**config.mk**
```make
export PLATFORM = sky130hd
export DESIGN_NAME = tcp_checksum_arbiter
export DESIGN_NICKNAME = d
export VERILOG_FILES = /design/src/rtl/tcp_checksum_arbiter_pkg.sv /design/src/rtl/fallthrough_small_fifo.sv /design/src/rtl/tcp_checksum_arbiter.sv
export SDC_FILE = /design/constraint.sdc
export NUM_CORES = 1
export LEC_CHECK = 0
export CAP_MARGIN = 20
export CORE_AREA = 2 2 513 515
export CTS_BUF_LIST = sky130_fd_sc_hd__clkbuf_4 sky130_fd_sc_hd__clkbuf_8
export DETAILED_ROUTE_END_ITERATION = 8
export DIE_AREA = 0 0 515 517
export GPL_ROUTABILITY_DRIVEN = 0
export HOLD_SLACK_MARGIN = 0.15
export SLEW_MARGIN = 20
export SYNTH_ARGS = -nofsm -noshare
export SYNTH_HDL_FRONTEND = slang
export SYNTH_SLANG_ARGS = --single-unit
```
**constraint.sdc**
```tcl
create_clock -name clk -period 3.85 [get_ports clk]
set_clock_uncertainty 0.15 [all_clocks]
set_input_delay 0.385 -clock clk [delete_from_list [all_inputs] [get_ports clk]]
set_output_delay 0.385 -clock clk [all_outputs]
set_load 0.1 [all_outputs]
```
**src/rtl/tcp_checksum_arbiter_pkg.sv**
```systemverilog
// tcp_checksum_arbiter_pkg: shared FSM encoding, tag FIFO depth and round-robin pick
//   state_t  : arbiter FSM states
//   TAG_DEPTH: outstanding packets tracked, equal to the engine result FIFO depth
//   rr_pick  : first valid requester at or after ptr, wrapping modulo n (n <= 4)
package tcp_checksum_arbiter_pkg;

    typedef enum logic [1:0] {IDLE, XFER, GAP} state_t;

    localparam int TAG_DEPTH = 4;

    function automatic logic [1:0] rr_pick(input logic [3:0] valid, input logic [1:0] ptr, input int n);
        logic [1:0] idx;
        logic found;
        rr_pick = ptr;
        found = 1'b0;
        for (int k = 0; k < 4; k++) begin
            idx = 2'((int'(ptr) + k) % n);
            if (!found && k < n && valid[idx]) begin
                rr_pick = idx;
                found = 1'b1;
            end
        end
    endfunction

endpackage

```
**src/rtl/fallthrough_small_fifo.sv**
```systemverilog
// fallthrough_small_fifo: small first-word-fall-through FIFO
//   din/wr_en : write side, writes while full are dropped
//   dout/rd_en: head word is visible on dout whenever empty=0, rd_en pops it
//   empty     : no stored words
module fallthrough_small_fifo #(
    parameter int WIDTH          = 8,
    parameter int MAX_DEPTH_BITS = 3
) (
    input  logic             clk,
    input  logic             reset,
    input  logic [WIDTH-1:0] din,
    input  logic             wr_en,
    input  logic             rd_en,
    output logic [WIDTH-1:0] dout,
    output logic             empty
);
    localparam int AW = MAX_DEPTH_BITS;
    localparam int CW = MAX_DEPTH_BITS + 1;

    logic [WIDTH-1:0] mem_q [1 << AW];
    logic [AW-1:0]    wr_ptr_q, wr_ptr_d, rd_ptr_q, rd_ptr_d;
    logic [CW-1:0]    cnt_q, cnt_d;
    logic             wr, rd;

    always_comb begin
        // the count MSB is set exactly when the FIFO holds 2**AW words
        wr = wr_en && !cnt_q[AW];
        rd = rd_en && cnt_q != '0;
        wr_ptr_d = wr_ptr_q + AW'(wr);
        rd_ptr_d = rd_ptr_q + AW'(rd);
        cnt_d = cnt_q + CW'(wr) - CW'(rd);
    end

    assign dout  = mem_q[rd_ptr_q];
    assign empty = cnt_q == '0;

    always_ff @(posedge clk) begin
        if (wr) mem_q[wr_ptr_q] <= din;
    end

    always_ff @(posedge clk or posedge reset) begin
        if (reset) begin
            wr_ptr_q <= '0;
            rd_ptr_q <= '0;
            cnt_q    <= '0;
        end else begin
            wr_ptr_q <= wr_ptr_d;
            rd_ptr_q <= rd_ptr_d;
            cnt_q    <= cnt_d;
        end
    end

endmodule

```
**src/rtl/tcp_checksum_arbiter.sv**
```systemverilog
// tcp_checksum_arbiter: round-robin share of one tcp_checksum engine between NUM_REQ streams
//   req_*    : per-requester AXI-Stream beats and header flags, req_ready grants whole packets
//   eng_*    : muxed beat to the engine (no backpressure), ENG_GAP idle cycles after each tlast
//   eng_cksm*: engine result FIFO head, popped with eng_rd_cksm
//   res_*    : result routed to the requester that owns the oldest outstanding tag
//   err_orphan: sticky, a result arrived while no packet was outstanding
module tcp_checksum_arbiter
    import tcp_checksum_arbiter_pkg::*;
#(
    parameter int C_S_AXIS_DATA_WIDTH  = 256,
    parameter int C_S_AXIS_TUSER_WIDTH = 128,
    parameter int NUM_REQ              = 2,
    parameter int ENG_GAP              = 3
) (
    input  logic                                  clk,
    input  logic                                  reset,
    input  logic [NUM_REQ*C_S_AXIS_DATA_WIDTH-1:0]   req_tdata,
    input  logic [NUM_REQ*C_S_AXIS_DATA_WIDTH/8-1:0] req_tkeep,
    input  logic [NUM_REQ*C_S_AXIS_TUSER_WIDTH-1:0]  req_tuser,
    input  logic [NUM_REQ-1:0]                    req_tlast,
    input  logic [NUM_REQ-1:0]                    req_valid,
    output logic [NUM_REQ-1:0]                    req_ready,
    input  logic [NUM_REQ-1:0]                    req_word_ip_dst_hi,
    input  logic [NUM_REQ-1:0]                    req_word_ip_dst_lo,
    output logic [C_S_AXIS_DATA_WIDTH-1:0]        eng_tdata,
    output logic [C_S_AXIS_DATA_WIDTH/8-1:0]      eng_tkeep,
    output logic [C_S_AXIS_TUSER_WIDTH-1:0]       eng_tuser,
    output logic                                  eng_tlast,
    output logic                                  eng_valid,
    output logic                                  eng_word_IP_DST_HI,
    output logic                                  eng_word_IP_DST_LO,
    input  logic                                  eng_cksm_vld,
    input  logic [15:0]                           eng_cksm,
    output logic                                  eng_rd_cksm,
    output logic [NUM_REQ-1:0]                    res_vld,
    output logic [15:0]                           res_cksm,
    input  logic [NUM_REQ-1:0]                    res_rd,
    output logic                                  err_orphan
);
    localparam int DW    = C_S_AXIS_DATA_WIDTH;
    localparam int KW    = DW / 8;
    localparam int UW    = C_S_AXIS_TUSER_WIDTH;
    localparam int TAG_W = $clog2(NUM_REQ);

    state_t           state_q, state_d;
    logic [TAG_W-1:0] gnt_q, gnt_d, rr_ptr_q, rr_ptr_d, tag_head;
    logic [3:0]       gap_cnt_q, gap_cnt_d;
    logic [2:0]       tag_cnt_q, tag_cnt_d;
    logic             err_orphan_q, err_orphan_d;
    logic             beat, push, pop, tag_empty, res_live;

    always_comb begin
        beat = state_q == XFER && req_valid[gnt_q];
        push = beat && req_tlast[gnt_q];
        pop = eng_cksm_vld && !tag_empty && res_rd[tag_head];
        state_d = state_q;
        gnt_d = gnt_q;
        rr_ptr_d = rr_ptr_q;
        gap_cnt_d = (state_q == GAP) ? gap_cnt_q + 4'd1 : 4'd0;
        tag_cnt_d = tag_cnt_q + 3'(push) - 3'(pop);
        err_orphan_d = err_orphan_q || (eng_cksm_vld && tag_empty);
        // a new packet may start only while a result slot is free in the engine
        if (state_q == IDLE && |req_valid && tag_cnt_q < 3'(TAG_DEPTH)) begin
            state_d = XFER;
            gnt_d = TAG_W'(rr_pick(4'(req_valid), 2'(rr_ptr_q), NUM_REQ));
        end
        if (push) begin
            state_d = GAP;
            rr_ptr_d = (gnt_q == TAG_W'(NUM_REQ - 1)) ? '0 : gnt_q + 1'b1;
        end
        if (state_q == GAP && gap_cnt_q == 4'(ENG_GAP - 1)) state_d = IDLE;
    end

    always_ff @(posedge clk or posedge reset) begin
        if (reset) begin
            state_q      <= IDLE;
            gnt_q        <= '0;
            rr_ptr_q     <= '0;
            gap_cnt_q    <= '0;
            tag_cnt_q    <= '0;
            err_orphan_q <= 1'b0;
        end else begin
            state_q      <= state_d;
            gnt_q        <= gnt_d;
            rr_ptr_q     <= rr_ptr_d;
            gap_cnt_q    <= gap_cnt_d;
            tag_cnt_q    <= tag_cnt_d;
            err_orphan_q <= err_orphan_d;
        end
    end

    fallthrough_small_fifo #(
        .WIDTH          (TAG_W),
        .MAX_DEPTH_BITS (2)
    ) u_tag_fifo (
        .clk   (clk),
        .reset (reset),
        .din   (gnt_q),
        .wr_en (push),
        .rd_en (pop),
        .dout  (tag_head),
        .empty (tag_empty)
    );

    assign req_ready          = (state_q == XFER) ? NUM_REQ'(1'b1) << gnt_q : '0;
    assign eng_tdata          = req_tdata[gnt_q*DW +: DW];
    assign eng_tkeep          = req_tkeep[gnt_q*KW +: KW];
    assign eng_tuser          = req_tuser[gnt_q*UW +: UW];
    assign eng_tlast          = req_tlast[gnt_q] && beat;
    assign eng_valid          = beat;
    assign eng_word_IP_DST_HI = req_word_ip_dst_hi[gnt_q] && beat;
    assign eng_word_IP_DST_LO = req_word_ip_dst_lo[gnt_q] && beat;
    // with no outstanding tag the result is flushed and never offered to a requester
    assign res_live           = eng_cksm_vld && !tag_empty;
    assign res_vld            = res_live ? NUM_REQ'(1'b1) << tag_head : '0;
    assign res_cksm           = res_live ? eng_cksm : 16'h0;
    assign eng_rd_cksm        = eng_cksm_vld && (tag_empty || res_rd[tag_head]);
    assign err_orphan         = err_orphan_q;

endmodule

```
Yosys cells after proc, flatten, opt, wreduce, memory -nomap -nowiden
Memories as Yosys holds them, arrays and structs flattened. Cells that the tools add are included.

Equality and inequality tests: 3. $add $sub $neg: 9. Div/mod/pow operators: 0. Multipliers: 0. Magnitude comparators: 5. Shifts and indexed selects: 5. Multiplexer cells: 27. Reduce and logical (&&, ||, !) cells: 24. Bitwise logic cells: 1.

Operator list (number): 512-bit by 10-bit variable part select with 256-bit output (1); 256-bit by 9-bit variable part select with 128-bit output (1); 64-bit by 7-bit variable part select with 32-bit output (1); 1-bit 2-to-1 mux (19); 16-bit 2-to-1 mux (1); 1-bit logical AND (14); 2-bit 2-to-1 mux (5); 3-bit by 1-bit adder with 3-bit output (2); 3-bit nonzero test (2); 3-bit by 1-bit subtractor with 3-bit output (2); 2-bit by 1-bit adder with 2-bit output (2); 4-bit by 1-bit adder with 4-bit output (second input constant) (1); 4-bit by 2-bit equality test with 1-bit output (second input constant) (1); 1-bit by 2-bit < comparator with 1-bit output (second input constant) (2); 4-bit 2-to-1 mux (1); 1-bit by 1-bit left shift with 2-bit output (first input constant) (2); 1-bit zero test (3); 3-bit zero test (1); 1-bit by 3-bit < comparator with 1-bit output (second input constant) (1); 2-bit by 3-bit < comparator with 1-bit output (second input constant) (1); 3-bit < comparator (second input constant) (1); 1-bit adder (second input constant) (2); 1-bit binary-select mux with 2-bit select (1); 2-bit by 1-bit equality test with 1-bit output (second input constant) (1); 5 further kinds (6).

Memory bits (read-only): 0. Input bits: 861. Word-level logic and storage cells: 84. Flip-flop bits (word level): 19. Latch bits: 0. Output and inout port bits: 442. Bits in writable memories: 4. Memories: 1.

Memories: u_tag_fifo.mem_q (words 4, width 1, rd ports 1, clocked after Yosys merged registers in 0, wr ports 1, line fallthrough_small_fifo.sv:20) `logic [WIDTH-1:0] mem_q [1 << AW];`.

Depth between registers and ports, before layout
Gate-level depths: netlist of the first run.

Depth after elaboration: 7. Depth in mapped cells: 12. Depth with buffers taken out: 10.

Cells and area by module
A second synthesis of the first run with hierarchy kept.

Cells, all modules: 584. Area, all modules: 6228.5 um^2.

By module, submodules not included: tcp_checksum_arbiter (area an instance 5705.5 um^2, times used 1, cells each 545, sequential area each 300.3 um^2); fallthrough_small_fifo (area an instance 523.0 um^2, times used 1, cells each 39, sequential area each 295.3 um^2).

Least setup slack after synthesis of the first run
Ideal clock, no wire load.

Path kind: reg2out. Start point: register u_tag_fifo.rd_ptr_q[0]. End point: output eng_rd_cksm. Arrival: 2.539 ns. Cell stages (with the launch flop): 4. Path buffers: 0. Path slack: 0.776 ns. Required time: 3.315 ns. Cell sequence: dfrtp_1 -> mux4_2 -> mux2i_1 -> a21oi_1.

Cells in the longest elaborated chain, start to end: 5.

RTL lines: start: declaration (line fallthrough_small_fifo.sv:21) `logic [AW-1:0] wr_ptr_q, wr_ptr_d, rd_ptr_q, rd_ptr_d;`; start signal: assignment (line fallthrough_small_fifo.sv:48) `rd_ptr_q <= rd_ptr_d;`; memory read 4 x 1 bit; 1-bit 2-to-1 mux (implied by the code) (2 in a row) (line tcp_checksum_arbiter.sv:117) `assign eng_rd_cksm = eng_cksm_vld && (tag_empty || res_rd[tag_head]);`; 1-bit logical OR (line tcp_checksum_arbiter.sv:117); 1-bit logical AND (line tcp_checksum_arbiter.sv:117); end: declaration (line tcp_checksum_arbiter.sv:34) `output logic eng_rd_cksm,`.

Every way passes these cells. The select of a mux whose other input is x is not followed.

Worst setup path in the final report of the first run
Start point: register state_q[0]. End point: register u_tag_fifo.cnt_q[2].

Cells in the longest elaborated chain, start to end: 6.

RTL lines: start: declaration (line tcp_checksum_arbiter.sv:45) `state_t state_q, state_d;`; start signal: assignment (line tcp_checksum_arbiter.sv:83) `state_q <= state_d;`; 2-bit by 1-bit equality test with 1-bit output (line tcp_checksum_arbiter.sv:53) `beat = state_q == XFER && req_valid[gnt_q];`; 1-bit logical AND (line tcp_checksum_arbiter.sv:53); 1-bit logical AND (line tcp_checksum_arbiter.sv:54) `push = beat && req_tlast[gnt_q];`; 1-bit logical AND (line fallthrough_small_fifo.sv:27) `wr = wr_en && !cnt_q[AW];`; 3-bit by 1-bit adder with 3-bit output (line fallthrough_small_fifo.sv:31) `cnt_d = cnt_q + CW'(wr) - CW'(rd);`; 3-bit by 1-bit subtractor with 3-bit output (line fallthrough_small_fifo.sv:31); net u_tag_fifo.cnt_d[2] (line fallthrough_small_fifo.sv:22) `logic [CW-1:0] cnt_q, cnt_d;`; end signal: assignment (line fallthrough_small_fifo.sv:49) `cnt_q <= cnt_d;`; end: declaration (line fallthrough_small_fifo.sv:22).

The timed path passes the listed nets, and every way through them passes these cells. A chain may end at the register's enable or synchronous reset.

==> results of run 1 <==
==> cell families after synthesis <==
| group | share of synthesized area, % |
|---|---|
| multiplexers | 76.7 |
| buffers and inverters | 5.29 |
| AND/OR/NAND/NOR | 4.27 |
| flip-flops | 9.58 |
| adder cells (fa/ha/maj) | 2.41 |
| XOR/XNOR | 1.13 |
| AO/OA/AOI/OAI | 0.604 |
==> area by class of cell <==
type                            count  area [sq um]
Sequential cell                    23           599
Antenna cell                       86           215
Timing Repair Buffer             1319         14200
Fill cell                       30000        236000
Inverter                           17          63.8
Clock buffer                        3          41.3
Multi-Input combinational cell    492          5290
Tap cell                         3420          4280
Clock inverter                      1          5.00
==> worst min-delay path by stage <==
| stage | slack [ns] | start | cells past startpoint | end |
|---|---|---|---|---|
| global placement | 0.32 | gap_cnt_q[0] | 1 | gap_cnt_q[0] |
| floorplan | 0.19 | reset | 1 | err_orphan |
| CTS | 0.35 | u_tag_fifo.rd_ptr_q[1] | 1 | u_tag_fifo.rd_ptr_q[1] |
| detailed placement | 0.33 | u_tag_fifo.rd_ptr_q[1] | 1 | u_tag_fifo.rd_ptr_q[1] |
| global route | 0.37 | u_tag_fifo.rd_ptr_q[1] | 1 | u_tag_fifo.rd_ptr_q[1] |
| finish | 0.35 | u_tag_fifo.rd_ptr_q[1] | 1 | u_tag_fifo.rd_ptr_q[1] |
==> registers in the layout, indices dropped and copies added (netlist names) <==
register / flops
gnt_q: 1
gap_cnt_q: 4
rr_ptr_q: 1
u_tag_fifo.rd_ptr_q: 2
err_orphan: 1
u_tag_fifo.cnt_q: 3
state_q: 2
tag_cnt_q: 3
u_tag_fifo.wr_ptr_q: 2
u_tag_fifo.mem_q: 4
==> Yosys cell counts <==
cell type / instances
o41ai_1: 1
mux2_2: 419
nand2b_1: 2
clkbuf_1: 2
xnor2_1: 5
ha_1: 8
or3_4: 1
maj3_1: 1
and2_4: 1
buf_6: 2
nand2_1: 2
o21a_1: 1
fa_1: 2
a21oi_1: 1
mux2i_1: 3
nor2b_1: 5
and2_1: 1
nor3_1: 1
mux4_2: 1
nand3_2: 1
edfxtp_1: 4
and3_1: 17
o2bb2ai_1: 1
o21bai_1: 1
nand3_1: 1
nor2_1: 8
nor4_1: 5
xor2_1: 3
inv_1: 17
dfrtp_1: 19
buf_2: 47
==> per-stage QoR <==
step,instance area [sq um],std cells
2_1_floorplan,6220,583
6_report,24700,5361
4_1_cts,24500,5275
3_3_place_gp,24400,5271
3_5_place_dp,24400,5271
5_1_grt,24600,5325
==> layer usage <==
metal | wire (um) | global-route usage (%) | vias to the layer above
met1 | 78800 | 16.7 | 5252
met4 | 7540 | 3.86 | 194
met3 | 31700 | 9.58 | 448
met2 | 88700 | 23.0 | 1178
li1 | - | - | 4829
met5 | 1350 | 0 | -
==> power by group <==
| part | internal (uW) | switching [uW] |
|---|---|---|
| Sequential | 344 | 137 |
| Clock | 72.6 | 84.3 |
| Combinational | 5660 | 15700 |
==> summary.md, run 1 <==
| Metric | Value |
|---|---|
| Core ar. | `261,000 sq um` |
| GRT overflow | `0` |
| Vias per cell | `2.22` |
| Port bufs | `1,302` |
| Num rows | `188` |
| DRC | `0` |
| Post-Route WL | `208 mm` |
| Synth area leader | `mux2_2` |
| Final Util | `9.45%` |
| Commonest non-fill, non-tap cells in the layout | `860 x clkdlybuf4s50_1, 419 x mux2_2, 231 x buf_4, 180 x buf_12, 45 x buf_2` |
| Most used cell, CP | `xnor2_1` |
| Pins Over Slew Limit | `0` |
| Max incr delay on CP | `0.71 ns` |
| Synthesized area per cell | `10.7 sq um` |
| PD cells | `891 nW/um^2` |
| HP Class | `reg -> reg` |
| Pre-antenna DRT Iters | `4` |
| Outcome | `complete, no violations` |
| #FFs+latches synth | `23` |
| # IOs | `1,303` |
| Setup TNS | `0 ns` |
| Vias in the first global route | `11.4k` |
| Crit. Startpoint | `state_q[0]` |
| CTS tree | `yes` |
| Clock transition at path regs | `0.09 ns` |
| Highest clock rate | `335 MHz` |
| Initial antenna violation count | `271` |
| Root buffer cell | `clkbuf_8` |
| Syn_nets | `1,454` |
| Total CTS buffers | `3` |
| R2R Setup Slk | `0.86 ns` |
| Wire per inst | `38.8 um` |
| Critical Path AT | `3.00 ns` |
| Clock Path Buffers | `2` |
| RSZ-0062 raised after global routing | `no` |
| Worst slew pin tran | `0.966 ns` |
| Synth area leaders | `mux2_2 76%, dfrtp_1 7.6%, buf_2 3.8%` |
| Crit path max-delay family | `simple AND/OR/NAND/NOR gates` |
| Top cell type's share of synthesized area | `75.9%` |
| DP HPWL | `201 mm` |
| Worst setup endpoint | `u_tag_fifo.cnt_q[2]` |
| Die Span X | `515 um` |
| Clock sink count | `23` |
| Largest net degree at the start of global routing | `57` |
| Total power draw | `22,000 uW` |
| Mapped Cells | `583` |
| Layout area overhead | `297%` |
| Clk_lat worst skew | `0.27 ns` |
| Post-route ant nets | `0` |
| Final #Nets | `2,727` |
| DP Worst Slack | `0.829 ns` |
| Final min period | `2.99 ns` |
| Post-CTS setup buffer count | `0` |
| Max IR drop VDD | `0.566 mV` |
| Post-Syn Area | `6220 sq um` |
| Die area | `266,000 sq um` |
| Max-cap viol count | `0` |
| Most common cell after layout, fill and taps aside | `clkdlybuf4s50_1` |
| Hold Violations, Final | `0` |
| Routed vias | `11.9k` |
| DR iter-0 viols | `517` |
| Netlist cell types | `31` |
| Critical path peak fanout | `9` |
| Stages on worst setup path | `8` |
| CP max-delay cell | `nor2b_1` |
| Critical path class | `reg -> reg` |
| CP Data Required Time | `3.86 ns` |
| Endpoint type of the worst setup path | `register` |
| GR Util All Layers | `14.8%` |
| Relative slew slack | `36.0%` |
| Crit-path cells | `nor2b_1 > nand3_2 > nor2_1 > ha_1 > inv_1 > fa_1 > xnor2_1 > xnor2_1` |
| Leak pwr | `0.00860 uW` |
| Seq/Total Area, Yosys | `9.58%` |
| CP Launch Type | `register` |
| R2r endpoint | `u_tag_fifo.cnt_q[2]` |
| Layout cells sized above 1 | `47.8%` |
| Hold WS | `0.347 ns` |
| Gates resized, CTS repair | `0` |
| Fin crit share | `77.6%` |
| Synth warnings | `0` |
| Reg-to-Reg Start | `state_q[0]` |
| Reg2Reg Depth | `8` |
| Initial Util | `2.38%` |
| H-Tree Level Count | `1` |
| First-pass GRT wire length | `229 mm` |
| Final WS setup | `0.862 ns` |
| Die height | `517 um` |
| CTS Hold Bufs | `0` |
| Count of final setup violators | `0` |
| Crit path buf inv count | `1` |
No activity file was read; power rests on OpenSTA's default activity.
==> inputs of run 2 (changes only) <==
Settings changed: CORE_AREA 2 2 513 515 to 2 2 511 513, DIE_AREA 0 0 515 517 to 0 0 513 515.
Clock period 3.85 ns to 2.5 ns, I/O delays scaled along.
==> run 2 against run 1 <==
  * Non-clock buffer count grew 58
  * Core utilization grew 2.1 points
  * Die area shrank 0.77%
  * The run now ends with setup timing left
  * Global-route usage grew 0.37 points
==> summary.md, run 2 (synthesized netlist as in run 1, its figures left out) <==
| Metric | Value |
|---|---|
| DP Worst Slack | `-0.262 ns (-1.09 ns)` |
| Largest net degree at the start of global routing | `48 (-16%)` |
| DP HPWL | `198 mm (-1.2%)` |
| Layout cells sized above 1 | `50.4% (+2.6 points)` |
| Wire per inst | `39.8 um (+2.6%)` |
| Clock Path Buffers | `2 (unchanged)` |
| Post-route cell area | `30,000 sq um (+21%)` |
| DRC | `0 (unchanged)` |
| HP Class | `reg -> reg` |
| Top Registers | `gap_cnt_q: 4 flops, u_tag_fifo.mem_q: 4 flops` |
| Hold WS | `0.342 ns (-0.00536 ns)` |
| Critical path class | `reg -> reg` |
| Area after DPL | `28,100 sq um (+15%)` |
| Max incr delay on CP | `0.56 ns (-0.15 ns)` |
| Die Span X | `513 um (-0.39%)` |
| Pre-antenna DRT Iters | `4 (unchanged)` |
| CP Launch Type | `register` |
| Vias in the first global route | `12.0k (+5.0%)` |
| Filler Cell Count | `29.2k (-2.8%)` |
| Count of final setup violators | `39 (+39)` |
| Die height | `515 um (-0.39%)` |
| Clk_lat worst skew | `0.32 ns (+0.05 ns)` |
| Final min period | `2.64 ns (-0.352 ns)` |
| GR Util All Layers | `15.2% (+0.37 points)` |
| Highest clock rate | `379 MHz (+13%)` |
| CTS tree | `yes` |
| CP max-delay cell | `mux4_2` |
| First-pass GRT wire length | `235 mm (+2.5%)` |
| PD cells | `1370 nW/um^2 (+54%)` |
| P_sw | `26,200 uW (+65%)` |
| Internal Power | `14,800 uW (+140%)` |
| RSZ-0062 raised after global routing | `yes` |
| Critical Path AT | `2.70 ns (-0.30 ns)` |
| Fin cells | `5,401 (+0.75%)` |
| Max-cap viol count | `0 (unchanged)` |
| Crit-path cells | `mux4_2 > mux2i_4 > nor2b_2 > ha_1 > inv_2 > ha_4 > inv_2 > fa_2 > xnor2_2 > xnor2_1` |
| GRT overflow | `0 (unchanged)` |
| Crit path max-delay family | `multiplexers` |
| CP Data Required Time | `2.56 ns (-1.30 ns)` |
| Max IR drop VDD | `0.825 mV (+46%)` |
| Fin crit share | `105% (+28 points)` |
| Combinational share of power | `97.7% (+0.6 points)` |
| Crit path buf inv count | `2 (+1)` |
| Pins Over Slew Limit | `0 (unchanged)` |
| Post-route ant nets | `0 (unchanged)` |
| Commonest non-fill, non-tap cells in the layout | `860 x clkdlybuf4s50_1, 449 x buf_12, 260 x mux2_2, 159 x mux2_4, 20 x buf_4` |
| Worst slew pin tran | `0.423 ns (-0.543 ns)` |
| Endpoint type of the worst setup path | `register` |
| H-Tree Level Count | `1 (unchanged)` |
| Final #Nets | `2,785 (+2.1%)` |
| Post-Route WL | `215 mm (+3.3%)` |
| Most used cell, CP | `inv_2` |
| Switching power share of the total | `63.9% (-8.5 points)` |
| Most common cell after layout, fill and taps aside | `clkdlybuf4s50_1` |
| Clock Power Share | `0.7% (about the same)` |
| Num rows | `187 (-0.53%)` |
| Die area | `264,000 sq um (-0.77%)` |
| # IOs | `1,303 (unchanged)` |
| Vias per cell | `2.26 (+1.9%)` |
| Clock sink count | `23 (unchanged)` |
| Core ar. | `259,000 sq um (-0.98%)` |
| Routed vias | `12.2k (+2.7%)` |
| Initial antenna violation count | `279 (+3.0%)` |
| Root buffer cell | `clkbuf_8` |
| Outcome | `finished with violations` |
| Cells after DPL | `5,266 (-0.095%)` |
| Total CTS buffers | `3 (unchanged)` |
| Relative slew slack | `71.2% (+35 points)` |
| Final WS setup | `-0.137 ns (-0.998 ns)` |
| Failing checks | `setup timing` |
| Layout area overhead | `382%` |
| Flop pwr share | `1.6% (-0.6 points)` |
| Clock transition at path regs | `0.13 ns (+0.04 ns)` |
| Initial Util | `2.41% (+0.024 points)` |
| Port bufs | `1,302 (unchanged)` |
| Leak pwr | `0.0110 uW (+28%)` |
| Critical path peak fanout | `3 (-6)` |
| Hold Violations, Final | `0 (unchanged)` |
| DR iter-0 viols | `457 (-12%)` |
| Final Util | `11.6% (+2.1 points)` |
## run 2: repair_timing
action | 4_1_cts | 5_1_grt
gates resized for setup | 78 | 133
pin swaps | 1 | 0
endpoints found under the hold margin | 10 | 0
setup endpoints to repair | 85 | 211
hold buffers | 1 | 0
gates cloned | 6 | 20
setup buffers | 10 | 11
## run 2: worst reg2reg max path, delay by kind of cell, from the launching register on
kind | cells | cell delay (ns)
xor gates and xnor gates | 2 | 0.27
adders and majority gates | 3 | 0.73
buffers and inverters | 2 | 0.10
DFF | 1 | 0.38
muxes | 2 | 0.78
and+or+nand+nor | 1 | 0.15
## run 2: per-stage QoR
| stage | total power (uW) | TNS, ns |
|---|---|---|
| finish | 41000 | -1.38 |
| global route | 42200 | -7.05 |
| CTS | 40100 | -3.69 |
| detailed placement | 38400 | -0.749 |
| global placement | 38300 | -0.623 |
| floorplan | 20800 | -0.179 |
## run 2: per-layer routing
metal	part of all wire, %	track usage (%)
met1	40	18.0
met2	42	23.0
met3	14	9.49
met4	2.9	3.13
met5	0.63	0
## run 2: final timing paths
path / startpoint / to / slack, ns / cells past startpoint
max: u_tag_fifo.rd_ptr_q[0] / u_tag_fifo.cnt_q[2] / -0.14 / 10
min: err_orphan / err_orphan / 0.34 / 1
max reg2reg: u_tag_fifo.rd_ptr_q[0] / u_tag_fifo.cnt_q[2] / -0.14 / 10
min reg2reg: err_orphan / err_orphan / 0.34 / 1
max in group asynchronous: reset / u_tag_fifo.rd_ptr_q[1] / 1.12 / 4
min in group asynchronous: reset / rr_ptr_q / 0.75 / 4
## run 2: area by class of cell
cell class	count	area, sq um	share of cell area (%)
timing repair buffer	1377	18800	62.8
multi-input combinational	492	5980	19.9
tap	3402	4260	14.2
sequential	23	599	2.00
antenna	86	215	0.718
inverter	17	67.6	0.225
clock buffer	3	41.3	0.138
clock inverter	1	5.00	0.0167
## run 2: power groups by stage
stage               Clock (uW)  Sequential [uW]  Combinational, uW
finish                     288              673              40100
detailed placement           0              685              37700
CTS                        317              680              39100
global placement             0              673              37600
floorplan                    0              670              20100
global route               331              696              41100
